File: src/rtl/cpu_pkg.sv
// rtl/cpu_pkg.sv - shared constants, IF/ID bundle and fetch FSM state for the MIPS pipeline
package cpu_pkg;

    localparam logic [31:0] PC_RESET_VALUE   = 32'h0000_3000;
    localparam logic [31:0] IMEM_BASE_VALUE  = 32'h0000_3000;
    localparam int unsigned IMEM_BYTES_VALUE = 16384;
    localparam logic [31:0] NOP_INSTR        = 32'h0000_0000;

    typedef struct packed {
        logic [31:0] pc;
        logic [31:0] instr;
        logic        valid;
        logic        adel;
    } if_id_t;

    typedef enum logic {
        FETCH = 1'b0,
        HOLD  = 1'b1
    } fetch_state_t;

    function automatic if_id_t if_id_bubble();
        if_id_t b;
        b.pc    = 32'h0;
        b.instr = NOP_INSTR;
        b.valid = 1'b0;
        b.adel  = 1'b0;
        return b;
    endfunction

endpackage

File: src/rtl/if_id_reg.sv
// rtl/if_id_reg.sv - IF/ID pipeline register; clear (bubble) wins over load, otherwise holds
module if_id_reg
    import cpu_pkg::*;
(
    input  logic   clk,
    input  logic   reset_n,
    input  logic   load,
    input  logic   clear,
    input  if_id_t d,
    output if_id_t q
);

    always_ff @(posedge clk or negedge reset_n) begin
        if (!reset_n) begin
            q <= if_id_bubble();
        end else if (clear) begin
            q <= if_id_bubble();
        end else if (load) begin
            q <= d;
        end
    end

endmodule

File: src/rtl/if_fetch_stage.sv
// rtl/if_fetch_stage.sv - MIPS IF stage: PC, imem fetch, one-entry stall hold buffer, IF/ID load
// Optional fetch-address check enabled by defining IF_FETCH_ADDR_CHECK_EN.
module if_fetch_stage
    import cpu_pkg::*;
#(
    parameter logic [31:0] PC_RESET   = PC_RESET_VALUE,
    parameter logic [31:0] IMEM_BASE  = IMEM_BASE_VALUE,
    parameter int unsigned IMEM_BYTES = IMEM_BYTES_VALUE
) (
    input  logic        clk,
    input  logic        reset_n,
    input  logic [31:0] npc,
    input  logic        stall,
    input  logic        flush,
    input  logic [31:0] imem_rdata,
    input  logic        imem_ready,
    output logic        imem_req,
    output logic [31:0] imem_addr,
    output logic [31:0] if_pc,
    output logic [31:0] id_pc,
    output logic [31:0] id_instr,
    output logic        id_valid,
    output logic        fetch_busy,
    output logic        id_adel
);

    fetch_state_t state, next_state;
    logic [31:0]  pc;
    if_id_t       hold_entry;
    if_id_t       fetch_entry;
    if_id_t       reg_d;
    if_id_t       reg_q;
    logic         pc_load;
    logic         reg_load;
    logic         reg_clear;
    logic         hold_load;
    logic         illegal;
    logic         eff_ready;

`ifdef IF_FETCH_ADDR_CHECK_EN
    localparam logic [32:0] IMEM_LIMIT = {1'b0, IMEM_BASE} + 33'(IMEM_BYTES);
    assign illegal = (pc[1:0] != 2'b00) || (pc < IMEM_BASE) || ({1'b0, pc} >= IMEM_LIMIT);
`else
    assign illegal = 1'b0;
`endif

    // An illegal fetch never touches memory; it completes at once carrying the error flag.
    assign eff_ready         = imem_ready || illegal;
    assign fetch_entry.pc    = pc;
    assign fetch_entry.instr = illegal ? NOP_INSTR : imem_rdata;
    assign fetch_entry.valid = 1'b1;
    assign fetch_entry.adel  = illegal;

    assign if_pc      = pc;
    assign imem_addr  = pc;
    assign imem_req   = (state == FETCH) && !illegal;
    assign fetch_busy = (state == FETCH) && !eff_ready;

    always_comb begin
        next_state = state;
        pc_load    = 1'b0;
        reg_load   = 1'b0;
        reg_clear  = 1'b0;
        hold_load  = 1'b0;
        reg_d      = fetch_entry;
        if (flush) begin
            reg_clear  = 1'b1;
            pc_load    = 1'b1;
            next_state = FETCH;
        end else begin
            case (state)
                FETCH: begin
                    if (eff_ready && !stall) begin
                        reg_load = 1'b1;
                        pc_load  = 1'b1;
                    end else if (eff_ready && stall) begin
                        hold_load  = 1'b1;
                        next_state = HOLD;
                    end else if (!eff_ready && !stall) begin
                        reg_clear = 1'b1;
                    end
                end
                HOLD: begin
                    if (!stall) begin
                        reg_d      = hold_entry;
                        reg_load   = 1'b1;
                        pc_load    = 1'b1;
                        next_state = FETCH;
                    end
                end
                default: next_state = FETCH;
            endcase
        end
    end

    always_ff @(posedge clk or negedge reset_n) begin
        if (!reset_n) begin
            state      <= FETCH;
            pc         <= PC_RESET;
            hold_entry <= if_id_bubble();
        end else begin
            state <= next_state;
            if (pc_load) begin
                pc <= npc;
            end
            if (flush) begin
                hold_entry <= if_id_bubble();
            end else if (hold_load) begin
                hold_entry <= fetch_entry;
            end
        end
    end

    if_id_reg u_if_id_reg (
        .clk     (clk),
        .reset_n (reset_n),
        .load    (reg_load),
        .clear   (reg_clear),
        .d       (reg_d),
        .q       (reg_q)
    );

    assign id_pc    = reg_q.pc;
    assign id_instr = reg_q.instr;
    assign id_valid = reg_q.valid;
    assign id_adel  = reg_q.adel;

endmodule

File: config.mk
export PLATFORM = sky130hd
export DESIGN_NAME = if_fetch_stage
export DESIGN_NICKNAME = d
export VERILOG_FILES = /design/src/rtl/cpu_pkg.sv /design/src/rtl/if_id_reg.sv /design/src/rtl/if_fetch_stage.sv
export SDC_FILE = /design/constraint.sdc
export NUM_CORES = 1
export LEC_CHECK = 0
export CAP_MARGIN = 20
export CORE_MARGIN = 3
export CORE_UTILIZATION = 30
export CTS_CLUSTER_SIZE = 28
export DETAILED_ROUTE_END_ITERATION = 8
export HOLD_SLACK_MARGIN = 0.12
export MAX_ROUTING_LAYER = met4
export PLACE_DENSITY = 0.59
export SYNTH_ARGS = -nofsm -noshare
export SYNTH_HDL_FRONTEND = slang
export SYNTH_SLANG_ARGS = --single-unit
File: constraint.sdc
create_clock -name clk -period 2.1 [get_ports clk]
set_input_delay 0.315 -clock clk [delete_from_list [all_inputs] [get_ports clk]]
set_output_delay 0.315 -clock clk [all_outputs]
set_load 0.01 [all_outputs]
=== Word level (Yosys, flattened, before mapping) ===
Cells that the tools add are included.

* Register bits: 165
* Input bits: 69
* Word-level logic and storage cells: 43

* Multiplexer cells: 24
* Bitwise gates (word level): 1
* Reductions and logical operators: 8

{| class="wikitable"
|+ Operators with widths
! operator !! count
|-
| $mux 66 || 7
|-
| $mux 1 || 15
|-
| $logic_and 1x1->1 || 4
|-
| $pmux 1 s2 || 2
|-
| $reduce_bool 2->1 || 2
|-
| $logic_not 1->1 || 2
|-
| $not 1->1 || 1
|}

=== Logic depth before layout (Yosys ltp) ===
Gate-level depths: netlist of run 1.

* Depth after elaboration: 8
* Depth in mapped cells: 5
* Depth with buffers taken out: 3

=== Modules after synthesis ===
From an unflattened synthesis of run 1, not the netlist that was laid out.

* Cell total of the unflattened synthesis: 678
* Area total of the unflattened synthesis: 7736.2 sq um

{| class="wikitable"
|+ By module, submodules not included
! module !! times used !! cells an instance !! area each (sq um) !! seq. area each (sq um)
|-
| if_fetch_stage || 1 || 465 || 5018.6 || 2454.9
|-
| if_id_reg || 1 || 213 || 2717.6 || 1651.6
|}

=== Least setup slack after synthesis of run 1 ===
Ideal clock, no wire load.

* Kind: flip-flop to flip-flop
* From: reg state
* To: reg pc[10] (netlist: if_pc[10])
* Data arrival time: 1.415 ns
* Data required time: 1.972 ns
* Setup slack: 0.558 ns
* Cell stages (with the launch flop): 6
* Path through: dfrtp_1 > nor2_1 > o21ba_2 > buf_2 > buf_6 > mux2_1

* Word-level cells in the longest chain between the ends: 3

{| class="wikitable"
|+ Ends and longest elaborated chain
! item !! RTL line !! text
|-
| from (decl) || if_fetch_stage.sv:27 || <nowiki>fetch_state_t state, next_state;</nowiki>
|-
| from (signal assigned) || if_fetch_stage.sv:102 || <nowiki>state <= next_state;</nowiki>
|-
| $not 1->1 || n/a ||
|-
| $pmux 1 s2 (*) || if_fetch_stage.sv:71 || <nowiki>case (state)</nowiki>
|-
| $mux 1 (*) || if_fetch_stage.sv:66 || <nowiki>if (flush) begin</nowiki>
|-
| to (signal assigned) || if_fetch_stage.sv:104 || <nowiki>pc <= npc;</nowiki>
|-
| to (decl) || if_fetch_stage.sv:28 || <nowiki>logic [31:0] pc;</nowiki>
|}

Every way passes the cells marked *; elsewhere a longest branch is shown, timed or not.
A chain may end at the register's enable or synchronous reset.

=== Worst setup path after layout of run 1 ===
* From: reg state
* To: out fetch_busy

* Word-level cells in the longest chain between the ends: 2

{| class="wikitable"
|+ Ends and longest elaborated chain
! item !! RTL line !! text
|-
| $not 1->1 || n/a ||
|-
| $logic_and 1x1->1 || if_fetch_stage.sv:57 || <nowiki>assign fetch_busy = (state == FETCH) && !eff_ready;</nowiki>
|-
| to (decl) || if_fetch_stage.sv:23 || <nowiki>output logic fetch_busy,</nowiki>
|}

No other way between the ends.

==> flow_summary.toml, run 1 <==
[critical_path]
critPathKind = "reg -> out"
critPathLaunch = "state"
endpoint = "fetch_busy"
startpoint_type = "flip-flop"
arrival_ns = 1.66
cp-end-kind = "output port"
rr_worst_depth = 4
r2r-start = "state"
critPathMaxFanout = 4
reg2reg_slack_ns = 0.54
critPathRequiredTime_ns = 1.78
r2r-end = "if_pc[21]"

[yosys]
synth_top_cell_by_area = "dfrtp_1"
synth_top_area_share_pct = 59.6
syn_inst = 538
synth_cell_types = 23
ys_seq_elements = 163
syn-cell-area_sq_um = 6760
synthTopCellsByArea = "dfrtp_1 60%, mux2i_1 9.5%, a22o_1 8.3%, mux2_1 5.0%, buf_4 4.4%"
synth.net_count = 607
ys_seq_area_share_pct = 60.4
ys_warn_count = 0
syn_area_per_cell_sq_um = 12.6

[routing]
dr.pass1.iters = 4
route.detailed.drc = 0
drtAntennaViolNets = 0
wl_per_cell_um = 17.2
wl_met2_um = 7900
vias = 4741
drtIter0Drc = 208
viasPerCell = 4.77
routed_wl_um = 17000
wl_met3_um = 987
highest_layer = "met4"
wl_met1_um = 8010

[min_path]
hold_path_class = "in -> async"

[run]
maxCapViolCount = 0

[timing]
fin_crit_sh_pct = 94.3
fin_crit_ns = 1.98
setup_viol = 0
finalSetupTns_ns = 0
tightest_slew_ns = 0.534
rsz0062_at_grt = "false"
maxSlewHeadroom_pct = 64.4
slew_violations = 0
holdWs_ns = 0.425
fmaxAchievable_ghz = 0.505
fin_skew_ns = 0.00834
finalHoldViolCount = 0

[cts]
cts_tree = "done"
clk_pin_slew_ns = 0.07
h-tree-depth = 4
clk_latency_ns = 0.41
cts_resized = 0
clockBufferDepth = 2
cts_root_buf = "clkbuf_16"
cts_sinks = 163
cts_buffers = 17

[power]
peakVddDrop_v = 0.000524
p_leak_uw = 0.00448
powerDensity_nw_per_um2 = 831

[placement]
port_buffers = 199
routabilityCongestion = 0.734
dpl.hpwl_um = 11000

[floorplan]
die_h_um = 156
core-area_sq_um = 22000
initial_core_util_pct = 30.8
dieWidth_um = 156
core.rowCount = 54
dieArea_sq_um = 24400
num_io_pins = 201

[outcome]
status = "completed"

[global_route]
grt_pass1_wl_um = 28000
grt_overflow = 0
first_global_vias = 5035
grt_use_total_pct = 14.7
grt_max_degree = 67
grt_antenna_before_repair = 0

[finish]
antenna_cells = 0
drive_above_1_share_pct = 7.71
fillers = 1994
area_growth_pct = 40.8
final_nets = 769
-- cells by family (layout without fill, tap and decap cells) --
kind of cell	after synthesis	in the layout	synth area share (%)
flops	163	163	60.4
simple gates	76	76	4.52
buf+inv	72	247	6.94
compound gates	130	130	13.3
other cells	1	1	0.0555
mux	96	96	14.8
-- worst max-delay path, stage by stage (launching register included) --
cell and delay, ns:
dfrtp_1 0.43, nor2_1 0.23, clkdlybuf4s50_1 0.59
-- Yosys cell counts, drive strengths merged --
cell    count
conb        1
nor2b       2
or3         1
nor2        5
mux2i      64
dfrtp     161
inv         1
a22o       64
buf        64
o21ba       1
and3b       1
clkbuf      7
nand2      65
and3        1
o21ai      65
nand2b      1
dfstp       2
mux2       32
-- placed cells by master (no fill, tap or decap), types with 2 or more instances in the layout --
cell / netlist / final
mux2i_1: 64 / 64
nor2_1: 4 / 4
mux2_1: 30 / 30
dfstp_2: 2 / 2
buf_4: 40 / 5
nand2_1: 65 / 65
clkbuf_16: 0 / 17
bufinv_16: 0 / 4
o21ai_1: 50 / 50
clkinv_4: 0 / 2
clkbuf_1: 7 / 2
dfrtp_1: 161 / 161
a22o_1: 64 / 64
clkinvlp_4: 0 / 4
o21ai_0: 15 / 15
buf_12: 0 / 9
clkdlybuf4s50_1: 0 / 198
mux2_2: 2 / 2
-- metal layers --
metal  GRT usage, %  up-vias
li1               -     2195
met5              -        -
met3           4.22       11
met4           3.62        0
met2           22.6      147
met1           19.4     2388
-- registers in the layout (all words and copies together), names as in the netlist --
register	cells
hold_entry	65
u_if_id_reg.q	65
state	1
if_pc	32
-- worst min path at each step --
stage / endpoint / slack, ns
6_report: if_pc[11] / 0.43
4_1_cts: u_if_id_reg.q[45] / 0.43
3_3_place_gp: if_pc[11] / 0.31
2_1_floorplan: hold_entry[10] / 0.02
5_1_grt: hold_entry[46] / 0.46
3_5_place_dp: u_if_id_reg.q[45] / 0.32
-- power breakdown --
group          leakage, uW  internal, uW  total [uW]  switching, uW
Clock             0.000293          2030        3300           1270
Sequential         0.00215          3330        3490            159
Combinational      0.00203           629        1110            484
-- area by class of cell --
class / instances / area, sq um / share of cell area [%]
well taps: 280 / 350 / 3.68
inverters: 1 / 3.75 / 0.0395
multi-input cells: 303 / 2230 / 23.4
clock inverters: 12 / 181 / 1.91
clock buffers: 20 / 447 / 4.70
flip-flops and latches: 163 / 4080 / 42.9
repair buffers: 214 / 2220 / 23.3
-- metrics by stage --
step	area, sq um	worst slack (ns)	utilization [%]	total power [uW]	std cells
after global placement	8870	0.228	40.4	4650	960
final	9510	0.121	43.3	7910	993
after detailed placement	8870	0.174	40.4	4680	960
after CTS	9510	0.0991	43.3	8040	993
after floorplan	6760	0.558	-	4030	538
after global routing	9510	0.0506	43.3	8260	993
-- what timing repair did --
| item | CTS | global route |
|---|---|---|
| buffers inserted | 0 | 0 |
| hold endpoints to repair | 48 | 0 |
| hold buffers | 1 | 0 |
No activity file was read; power rests on OpenSTA's default activity.
==> inputs of run 2 (changes only) <==
- CTS_CLUSTER_SIZE: 28 -> 25
- clock period: 2.1 -> 2.3 ns (I/O delays scaled with it)
==> flow_summary.toml, run 2 (synthesis results as in run 1) <==
[power]
p_int_uw = 5420
p_sw_uw = 1740
pwr-share-comb_pct = 14.1
p_leak_uw = 0.00448
swShare_pct = 24.3
peakVddDrop_v = 0.000471
p_clk_share_pct = 41.3
powerDensity_nw_per_um2 = 755
seq_power_share_pct = 44.6

[routing]
route.detailed.drc = 0
vias = 4708
wl_per_cell_um = 17.0
drtAntennaViolNets = 0
dr.pass1.iters = 4
viasPerCell = 4.74
routed_wl_um = 16900
drtIter0Drc = 190

[cts]
cts_buffers = 17
clk_latency_ns = 0.42
cts_sinks = 163
clockBufferDepth = 2
cts_resized = 0
hold_buffers = 1
post-cts-setup-buffers = 0
cts_root_buf = "clkbuf_16"
cts_tree = "done"
clk_pin_slew_ns = 0.07
h-tree-depth = 4

[global_route]
grt_antenna_before_repair = 0
grt_use_total_pct = 14.6
grt_overflow = 0
grt_max_degree = 67
first_global_vias = 5177
grt_pass1_wl_um = 27600

[finish]
multi_input_area_sq_um = 2230
antenna_cells = 0
area_growth_pct = 40.3
stdcell_count = 993
ff_latch_area_sq_um = 4080
final_cell_mix = "198 x clkdlybuf4s50_1, 161 x dfrtp_1, 65 x nand2_1"
drive_above_1_share_pct = 7.85
fillers = 2021
final_common_cell = "clkdlybuf4s50_1"
final_nets = 769

[floorplan]
num_io_pins = 201
dieWidth_um = 156
dieArea_sq_um = 24400
core.rowCount = 54
initial_core_util_pct = 30.8
die_h_um = 156
core-area_sq_um = 22000

[timing]
setup_viol = 0
finalHoldViolCount = 0
fin_crit_ns = 2.00
maxSlewHeadroom_pct = 38.6
fin_crit_sh_pct = 87.1
finalSetupTns_ns = 0
tightest_slew_ns = 0.919
rsz0062_at_grt = "false"
fin_skew_ns = 0.00728
setup_ws_ns = 0.296
fmaxAchievable_ghz = 0.499
slew_violations = 0
holdWs_ns = 0.450

[placement]
routabilityCongestion = 0.721
dp_slack_ns = 0.0161
port_buffers = 199
dpl.hpwl_um = 11200
dp.cells = 960

[critical_path]
critPathMaxFanout = 4
critPathKind = "reg -> out"
startpoint_type = "flip-flop"
cp-end-kind = "output port"
arrival_ns = 1.66
critPathRequiredTime_ns = 1.96

[outcome]
status = "completed"

[min_path]
hold_path_class = "in -> async"

[run]
maxCapViolCount = 0
[run 2: changes by cell type in the layout (fill, tap and decap cells not counted), sizes merged]
| cell | previous run | this run |
|---|---|---|
| clkinvlp | 4 | 0 |
| clkinv | 3 | 6 |
| bufinv | 4 | 3 |
| clkbuf | 20 | 21 |
| inv | 2 | 3 |
[run 2: worst max-delay path, stage by stage (launching register included)]
cell	delay, ns
dfrtp_1	0.43
nor2_1	0.23
clkdlybuf4s50_1	0.58
[run 2: worst paths after layout]
path                             startpoint                to  slack, ns  cells past startpoint
max in group asynchronous           reset_n    hold_entry[54]       1.17                      3
max reg2reg                           state    hold_entry[43]       0.40                      4
max                                   state        fetch_busy       0.30                      2
min                                 reset_n    hold_entry[47]       0.45                      2
min in group clk           u_if_id_reg.q[8]  u_if_id_reg.q[8]       0.48                      2
min reg2reg                u_if_id_reg.q[8]  u_if_id_reg.q[8]       0.48                      2
[run 2: layout make-up]
type | instances | share of cell area (%)
clock buffers | 21 | 4.96
clock inverters | 11 | 1.57
inverters | 1 | 0.0396
multi-input cells | 303 | 23.5
flip-flops and latches | 163 | 43.1
well taps | 280 | 3.70
repair buffers | 214 | 23.2
[run 2: power by group through the flow]
stage,Sequential (uW),Clock (uW),Combinational (uW)
3_5_place_dp,3240,0,1020
4_1_cts,3190,3060,1030
5_1_grt,3220,3160,1100
2_1_floorplan,3260,0,419
3_3_place_gp,3230,0,1010
6_report,3190,2960,1010
[run 2: metal layers]
layer | track usage [%] | wire length (um) | up-vias
li1 | - | - | 2195
met1 | 19.2 | 7910 | 2361
met2 | 22.4 | 7900 | 141
met3 | 3.58 | 862 | 11
met4 | 4.42 | 182 | 0
met5 | - | 0 | -
[run 2: metrics by stage]
step / util (%) / cell area (sq um) / power, uW
2_1_floorplan: - / 6760 / 3680
3_3_place_gp: 40.3 / 8850 / 4250
3_5_place_dp: 40.3 / 8850 / 4270
4_1_cts: 43.2 / 9480 / 7280
5_1_grt: 43.2 / 9480 / 7470
6_report: 43.2 / 9480 / 7160
==> inputs of run 3 (changes only) <==
- GPL_TIMING_DRIVEN: default -> 0
==> flow_summary.toml, run 3 (synthesis results as in run 1) <==
[outcome]
status = "completed"

[placement]
port_buffers = 199
routabilityCongestion = 0.710
dp_slack_ns = 0.0814
dpl.hpwl_um = 12000
dp.cells = 1018

[global_route]
grt_overflow = 0
grt_max_degree = 84
grt_antenna_before_repair = 0
first_global_vias = 5059
grt_pass1_wl_um = 28300
grt_use_total_pct = 15.2

[critical_path]
r2r-start = "state"
critPathKind = "reg -> out"
cp-end-kind = "output port"
rr_worst_depth = 4
arrival_ns = 1.64
reg2reg_slack_ns = 0.61
r2r-end = "hold_entry[36]"
startpoint_type = "flip-flop"
critPathRequiredTime_ns = 1.96
critPathMaxFanout = 4

[routing]
vias = 4845
drtAntennaViolNets = 0
route.detailed.drc = 0
drtIter0Drc = 242
wl_per_cell_um = 16.7
viasPerCell = 4.61
routed_wl_um = 17500
dr.pass1.iters = 4

[floorplan]
dieArea_sq_um = 24400
num_io_pins = 201
core-area_sq_um = 22000
die_h_um = 156
initial_core_util_pct = 30.8
dieWidth_um = 156
core.rowCount = 54

[finish]
drive_above_1_share_pct = 12.8
area_growth_pct = 43.4
final_common_cell = "clkdlybuf4s50_1"
antenna_cells = 0
multi_input_area_sq_um = 2210
final_nets = 827
stdcell_count = 1051
fin_util_pct = 44.1
final_cell_mix = "198 x clkdlybuf4s50_1, 161 x dfrtp_1, 65 x nand2_1"
ff_latch_area_sq_um = 4080
fillers = 2080

[cts]
cts_resized = 0
h-tree-depth = 4
clk_pin_slew_ns = 0.06
cts_root_buf = "clkbuf_16"
cts_buffers = 17
clockBufferDepth = 2
cts_tree = "done"
clk_latency_ns = 0.41
cts_sinks = 163

[timing]
setup_viol = 0
fin_crit_sh_pct = 86.4
fmaxAchievable_ghz = 0.503
maxSlewHeadroom_pct = 57.0
finalHoldViolCount = 0
finalSetupTns_ns = 0
slew_violations = 0
fin_skew_ns = 0.00889
holdWs_ns = 0.483
tightest_slew_ns = 0.644
rsz0062_at_grt = "false"
setup_ws_ns = 0.312
fin_crit_ns = 1.99

[run]
maxCapViolCount = 0

[power]
peakVddDrop_v = 0.000423
p_leak_uw = 0.00463
powerDensity_nw_per_um2 = 716

[min_path]
hold_path_class = "in -> async"
[run 3: worst max-delay path by stage]
stage                  from                 to  slack (ns)  cells after the start
floorplan             state          if_pc[10]        0.76                      5
CTS                   state         fetch_busy        0.28                      2
global route          state         fetch_busy        0.21                      2
global placement    reset_n     hold_entry[14]       -6.11                      1
finish                state         fetch_busy        0.31                      2
detailed placement    stall  u_if_id_reg.q[47]        0.08                      6
[run 3: routing by layer]
metal  vias to the layer above  track usage, %  part of all wire (%)  wire, um
met1                      2391            21.0                    48      8380
met4                         0            4.12                   1.1       198
met3                        12            3.99                   5.6       972
li1                       2309               -                     -         -
met5                         -               -                     0         0
met2                       133            22.1                    45      7960
[run 3: final cells by class]
type / count / share of cell area, %
buffer: 71 / 4.80
clock buffer: 26 / 5.15
clock inverter: 6 / 0.478
inverter: 1 / 0.0387
multi-input combinational: 303 / 22.8
sequential: 163 / 42.1
tap: 280 / 3.62
timing repair buffer: 201 / 21.0
[run 3: per-stage QoR]
step / total power [uW] / cell area, sq um
floorplan: 3680 / 6760
global placement: 4340 / 9100
detailed placement: 4350 / 9130
CTS: 7050 / 9690
global route: 7270 / 9690
finish: 6930 / 9690
[run 3: power by group]
| group | internal [uW] | total [uW] | leakage, uW | switching, uW |
|---|---|---|---|---|
| Clock | 1510 | 2650 | 0.000262 | 1150 |
| Sequential | 3040 | 3180 | 0.00215 | 143 |
| Combinational | 637 | 1090 | 0.00222 | 457 |
[run 3: what timing repair did]
action / in CTS / in global routing
setup buffers: 0 / 0
endpoints found under the hold margin: 78 / 0
hold buffers: 1 / 0
[run 3: worst max-delay path, stage by stage, from the launching register on]
cell	delay, ns
dfrtp_1	0.40
nor2_1	0.22
clkdlybuf4s50_1	0.62
